$ cat config.mk
export PLATFORM = sky130hd
export DESIGN_NAME = uart_rx
export DESIGN_NICKNAME = d
export VERILOG_FILES = /design/src/rtl/uart_pkg.sv /design/src/rtl/uart_sync.sv /design/src/rtl/uart_rx.sv
export SDC_FILE = /design/constraint.sdc
export NUM_CORES = 1
export LEC_CHECK = 0
export BUFFER_PORTS_ARGS = -buffer_cell sky130_fd_sc_hd__buf_4
export CAP_MARGIN = 10
export CORE_MARGIN = 2
export CORE_UTILIZATION = 35
export DETAILED_ROUTE_END_ITERATION = 7
export GPL_TIMING_DRIVEN = 0
export SYNTH_ARGS = -nofsm -noshare
export SYNTH_HDL_FRONTEND = slang
export SYNTH_SLANG_ARGS = --single-unit
$ cat constraint.sdc
create_clock -name clk -period 4.4 [get_ports clk]
set_clock_uncertainty 0.05 [all_clocks]
set_input_delay 0.88 -clock clk [delete_from_list [all_inputs] [get_ports clk]]
set_output_delay 0.88 -clock clk [all_outputs]
set_load 0.05 [all_outputs]
$ cat src/rtl/uart_pkg.sv
// Shared UART definitions: receiver/transmitter state encoding and oversampling constants.
package uart_pkg;

   typedef enum logic [2:0] {
      IDLE,
      START,
      DATA,
      PARITY,
      STOP,
      BRK
   } rx_state_t;

   localparam int unsigned OVERSAMPLE  = 16;
   localparam logic [3:0]  MID_SAMPLE  = 4'(OVERSAMPLE / 2 - 1);
   localparam logic [3:0]  LAST_SAMPLE = 4'(OVERSAMPLE - 1);

endpackage

$ cat src/rtl/uart_sync.sv
// Multi-flop synchronizer for an asynchronous idle-high line; resets to 1.
module uart_sync #(
   parameter int unsigned STAGES = 2
) (
   input  logic clk,
   input  logic rst,
   input  logic d,
   output logic q
);

   logic [STAGES-1:0] sync_q;
   logic [STAGES-1:0] sync_d;

   always_comb begin
      sync_d = {sync_q[STAGES-2:0], d};
   end

   always_ff @(posedge clk or posedge rst) begin
      if (rst) begin
         sync_q <= '1;
      end else begin
         sync_q <= sync_d;
      end
   end

   assign q = sync_q[STAGES-1];

endmodule

$ cat src/rtl/uart_rx.sv
// 16x-oversampled UART receiver with parity/framing checks and a valid/ready output.
module uart_rx
   import uart_pkg::*;
#(
   parameter int unsigned DATA_BITS   = 8,
   parameter int unsigned PARITY_EN   = 0,
   parameter int unsigned PARITY_ODD  = 0,
   parameter int unsigned SYNC_STAGES = 2
) (
   input  logic                 clk,
   input  logic                 rst,
   input  logic                 tick,
   input  logic                 rx,
   output logic [DATA_BITS-1:0] rx_data,
   output logic                 rx_valid,
   input  logic                 rx_ready,
   output logic                 frame_err,
   output logic                 parity_err,
   output logic                 overrun,
   output logic                 busy
);

   localparam logic [2:0] LAST_BIT = 3'(DATA_BITS - 1);
   localparam logic       PAR_ODD  = (PARITY_ODD != 0);

   logic rx_s;

   rx_state_t            state_q, state_d;
   logic [3:0]           s_cnt_q, s_cnt_d;
   logic [2:0]           bit_cnt_q, bit_cnt_d;
   logic [DATA_BITS-1:0] shift_q, shift_d;
   logic                 p_err_q, p_err_d;
   logic [DATA_BITS-1:0] rx_data_q, rx_data_d;
   logic                 rx_valid_q, rx_valid_d;
   logic                 frame_err_q, frame_err_d;
   logic                 parity_err_q, parity_err_d;
   logic                 overrun_q, overrun_d;
   logic                 frame_done;

   uart_sync #(
      .STAGES(SYNC_STAGES)
   ) u_sync (
      .clk(clk),
      .rst(rst),
      .d  (rx),
      .q  (rx_s)
   );

   always_comb begin
      state_d   = state_q;
      s_cnt_d   = s_cnt_q;
      bit_cnt_d = bit_cnt_q;
      shift_d   = shift_q;
      p_err_d   = p_err_q;
      if (tick) begin
         case (state_q)
            IDLE: begin
               if (!rx_s) begin
                  state_d = START;
                  s_cnt_d = '0;
                  p_err_d = 1'b0;
               end
            end
            START: begin
               // Mid start bit: a line back high means the edge was a glitch.
               if (s_cnt_q == MID_SAMPLE) begin
                  s_cnt_d   = '0;
                  bit_cnt_d = '0;
                  state_d   = rx_s ? IDLE : DATA;
               end else begin
                  s_cnt_d = s_cnt_q + 4'd1;
               end
            end
            DATA: begin
               if (s_cnt_q == LAST_SAMPLE) begin
                  shift_d = {rx_s, shift_q[DATA_BITS-1:1]};
                  s_cnt_d = '0;
                  if (bit_cnt_q == LAST_BIT) begin
                     state_d = (PARITY_EN != 0) ? PARITY : STOP;
                  end else begin
                     bit_cnt_d = bit_cnt_q + 3'd1;
                  end
               end else begin
                  s_cnt_d = s_cnt_q + 4'd1;
               end
            end
            PARITY: begin
               if (s_cnt_q == LAST_SAMPLE) begin
                  p_err_d = ((^shift_q ^ rx_s) != PAR_ODD);
                  s_cnt_d = '0;
                  state_d = STOP;
               end else begin
                  s_cnt_d = s_cnt_q + 4'd1;
               end
            end
            STOP: begin
               if (s_cnt_q == LAST_SAMPLE) begin
                  s_cnt_d = '0;
                  state_d = rx_s ? IDLE : BRK;
               end else begin
                  s_cnt_d = s_cnt_q + 4'd1;
               end
            end
            BRK: begin
               if (rx_s) begin
                  state_d = IDLE;
               end
            end
            default: state_d = IDLE;
         endcase
      end
   end

   assign frame_done = tick && (state_q == STOP) && (s_cnt_q == LAST_SAMPLE);

   // Acceptance and a fresh completion can coincide; the new word then wins.
   always_comb begin
      rx_data_d    = rx_data_q;
      rx_valid_d   = rx_valid_q;
      frame_err_d  = frame_err_q;
      parity_err_d = parity_err_q;
      overrun_d    = 1'b0;
      if (rx_valid_q && rx_ready) begin
         rx_valid_d = 1'b0;
      end
      if (frame_done) begin
         if (!rx_valid_q || rx_ready) begin
            rx_data_d    = shift_q;
            frame_err_d  = !rx_s;
            parity_err_d = p_err_q;
            rx_valid_d   = 1'b1;
         end else begin
            overrun_d = 1'b1;
         end
      end
   end

   always_ff @(posedge clk or posedge rst) begin
      if (rst) begin
         state_q      <= IDLE;
         s_cnt_q      <= '0;
         bit_cnt_q    <= '0;
         shift_q      <= '0;
         p_err_q      <= 1'b0;
         rx_data_q    <= '0;
         rx_valid_q   <= 1'b0;
         frame_err_q  <= 1'b0;
         parity_err_q <= 1'b0;
         overrun_q    <= 1'b0;
      end else begin
         state_q      <= state_d;
         s_cnt_q      <= s_cnt_d;
         bit_cnt_q    <= bit_cnt_d;
         shift_q      <= shift_d;
         p_err_q      <= p_err_d;
         rx_data_q    <= rx_data_d;
         rx_valid_q   <= rx_valid_d;
         frame_err_q  <= frame_err_d;
         parity_err_q <= parity_err_d;
         overrun_q    <= overrun_d;
      end
   end

   assign rx_data    = rx_data_q;
   assign rx_valid   = rx_valid_q;
   assign frame_err  = frame_err_q;
   assign parity_err = parity_err_q;
   assign overrun    = overrun_q;
   assign busy       = (state_q != IDLE);

endmodule

==> impl_metrics.toml <==
[status]
status = "complete, no violations"

[yosys]
async_reset_ff_share_pct = 100
yosysUniqueCellTypes = 48
syn_inst = 143
syn_area_per_cell_um2 = 12.3
synth_area_leader_cell = "dfrtp_1"
synth_nets = 151
synth-seq-cells = 33
synth-seq-area-share_pct = 47.2
netlist.area_leader.share_pct = 44.2
synth_area_mm2 = 0.00175
yosysWarnings = 0
synth_edf_count = 0
synth_area_leaders = "dfrtp_1, mux2_4, xnor2_1, dfstp_2, nand2_1"
synthFlopType = "dfrtp_1"

[pwr]
leakagePower_nw = 0.966
p_total_mw = 0.827
power.density_mw_per_mm2 = 398
ir_drop_mv = 0.224

[grt]
met3_usage_pct = 3.21
gr-usage-all-layers_pct = 13.4
antenna_found_initial = 0
grt_pass1_vias = 1229
grt_most_used_layer = "met2"
use_met1_pct = 15.9
grt_pass1_wl_um = 5490
grt_max_degree = 21
gr-total-overflow = 0
met2_usage_pct = 22.4

[layout]
fillerInstances = 454
insertedDiodeCount = 0
seqCellArea_um2 = 828
syn_to_final_growth_pct = 18.5
instances_no_fill = 236
final_common_cell = "dfrtp_1"
utilization_pct = 43.5
drive_gt1_share_pct = 38.5
most-common-layout-cells = "dfrtp_1, buf_4, mux2_4, nand2_1, xnor2_1"
final_nets = 176
multi_input_area_um2 = 843

[timing]
rsz0062_at_grt = "no"
slew_violations = 0
holdWs_ns = 0.306
hold_viol = 0
fmax_mhz = 419
max_slew_margin_pct = 58.3
tightest_slew_ns = 0.625
finalCriticalPeriod_ns = 2.39
setup_viol = 0
setup_tns_ns = 0
period_share_pct = 54.3

[worst_setup_path]
cp.required_ns = 3.47
crit_fanout = 6
crit_arrival_ns = 1.46
critPathKind = "register to output port"
critPathLaunchType = "register"
crit_path_end_kind = "output port"

[route]
drt-total-wl_um = 3180
dr.first_iter.drc_count = 60
antenna_left = 0
vias = 1132
drc = 0
routedWlPerCell_um = 13.5
vias_per_cell = 4.80
first_pass_iters = 4

[place]
port_buffers = 17
gp_congestion = 0.787
post-dp-hpwl_um = 2350
dp_cells = 228

[clocking]
cts.sinks = 33
numCtsBuffers = 5
root_buffer = "clkbuf_8"
cts.clk_slew.worst_paths_ns = 0.07
ctsResizeCount = 0
cts_tree = "done"
clock_path_buffers = 2
cts_max_level = 2
cts_hold_buf = 0
clock_latency_ns = 0.29
cts_setup_buffers = 0

[die]
die_h_um = 74.8
coreArea_mm2 = 0.00479
pin_count = 18
fp.dieW_um = 74.8
num_rows = 25
start_util_pct = 36.7
dieArea_mm2 = 0.00559

[run]
maxCapViolCount = 0

[worst_hold_path]
hold_class = "register to register"
## per-stage QoR
step                instance area (um2)  worst slack [ns]
floorplan                          1750              2.44
global placement                   1970              2.26
detailed placement                 1990              2.25
CTS                                2080              2.01
global route                       2080              1.98
finish                             2080              2.01
## synth_stat cells (2+ instances only)
| cell type | number |
|---|---|
| nand2b_1 | 2 |
| o221ai_1 | 2 |
| dfrtp_1 | 31 |
| ha_1 | 3 |
| o2bb2ai_1 | 2 |
| dfstp_2 | 2 |
| buf_2 | 3 |
| nand3b_1 | 2 |
| nand3_1 | 3 |
| o21ai_1 | 6 |
| nor2_1 | 6 |
| nand2_1 | 13 |
| a21oi_1 | 3 |
| inv_1 | 3 |
| xnor2_1 | 8 |
| mux2i_1 | 2 |
| o21ai_0 | 2 |
| buf_6 | 4 |
| and3_1 | 2 |
| mux2_4 | 16 |
## per-layer routing
layer  routed length, um  vias up
li1                    -      553
met1                1480      546
met2                1500       24
met3                 110        9
met4                  87        0
met5                   0        -
## worst max-delay path, stage by stage (launching register included)
cell and delay (ns):
dfrtp_1 0.51, or3_4 0.46, buf_4 0.20
## power breakdown
| group | internal, mW | switching [mW] |
|---|---|---|
| clock | 0.109 | 0.119 |
| combinational | 0.105 | 0.126 |
| sequential | 0.334 | 0.0333 |
| total | 0.549 | 0.279 |
## flip-flops by register name (all words and copies together) (netlist names)
| signal | flops |
|---|---|
| bit_cnt_q | 3 |
| frame_err | 1 |
| overrun | 1 |
| p_err_q | 1 |
| parity_err | 1 |
| rx_data | 8 |
| rx_valid | 1 |
| s_cnt_q | 4 |
| shift_q | 8 |
| state_q | 3 |
| u_sync.sync_q | 2 |
## kinds of logic after synthesis
family | Yosys count | synth area share [%]
multiplexers | 20 | 16.1
AND/OR/NAND/NOR | 43 | 15.3
AO/OA/AOI/OAI | 23 | 10.1
adder cells (fa/ha/maj) | 3 | 2.14
flip-flops | 33 | 47.2
buffers and inverters | 12 | 4.71
XOR/XNOR | 9 | 4.49
## final cells by class
| type | count | share of cell area [%] |
|---|---|---|
| Buffer | 9 | 3.43 |
| Clock buffer | 5 | 3.31 |
| Clock inverter | 3 | 0.842 |
| Inverter | 3 | 0.542 |
| Multi-Input combinational cell | 98 | 40.6 |
| Sequential cell | 33 | 39.8 |
| Tap cell | 67 | 4.03 |
| Timing Repair Buffer | 18 | 7.46 |
## final timing paths
kind | startpoint | endpoint | slack (ns) | cells after the start
max | state_q[2] | busy | 2.01 | 2
min reg2reg | u_sync.sync_q[0] | u_sync.sync_q[1] | 0.31 | 0
max reg2reg | s_cnt_q[1] | rx_data[1] | 2.59 | 6
min in group asynchronous | rst | state_q[1] | 0.62 | 2
min | u_sync.sync_q[0] | u_sync.sync_q[1] | 0.31 | 0
max in group asynchronous | rst | u_sync.sync_q[1] | 3.09 | 3
Power figures use the tool's default switching activity.
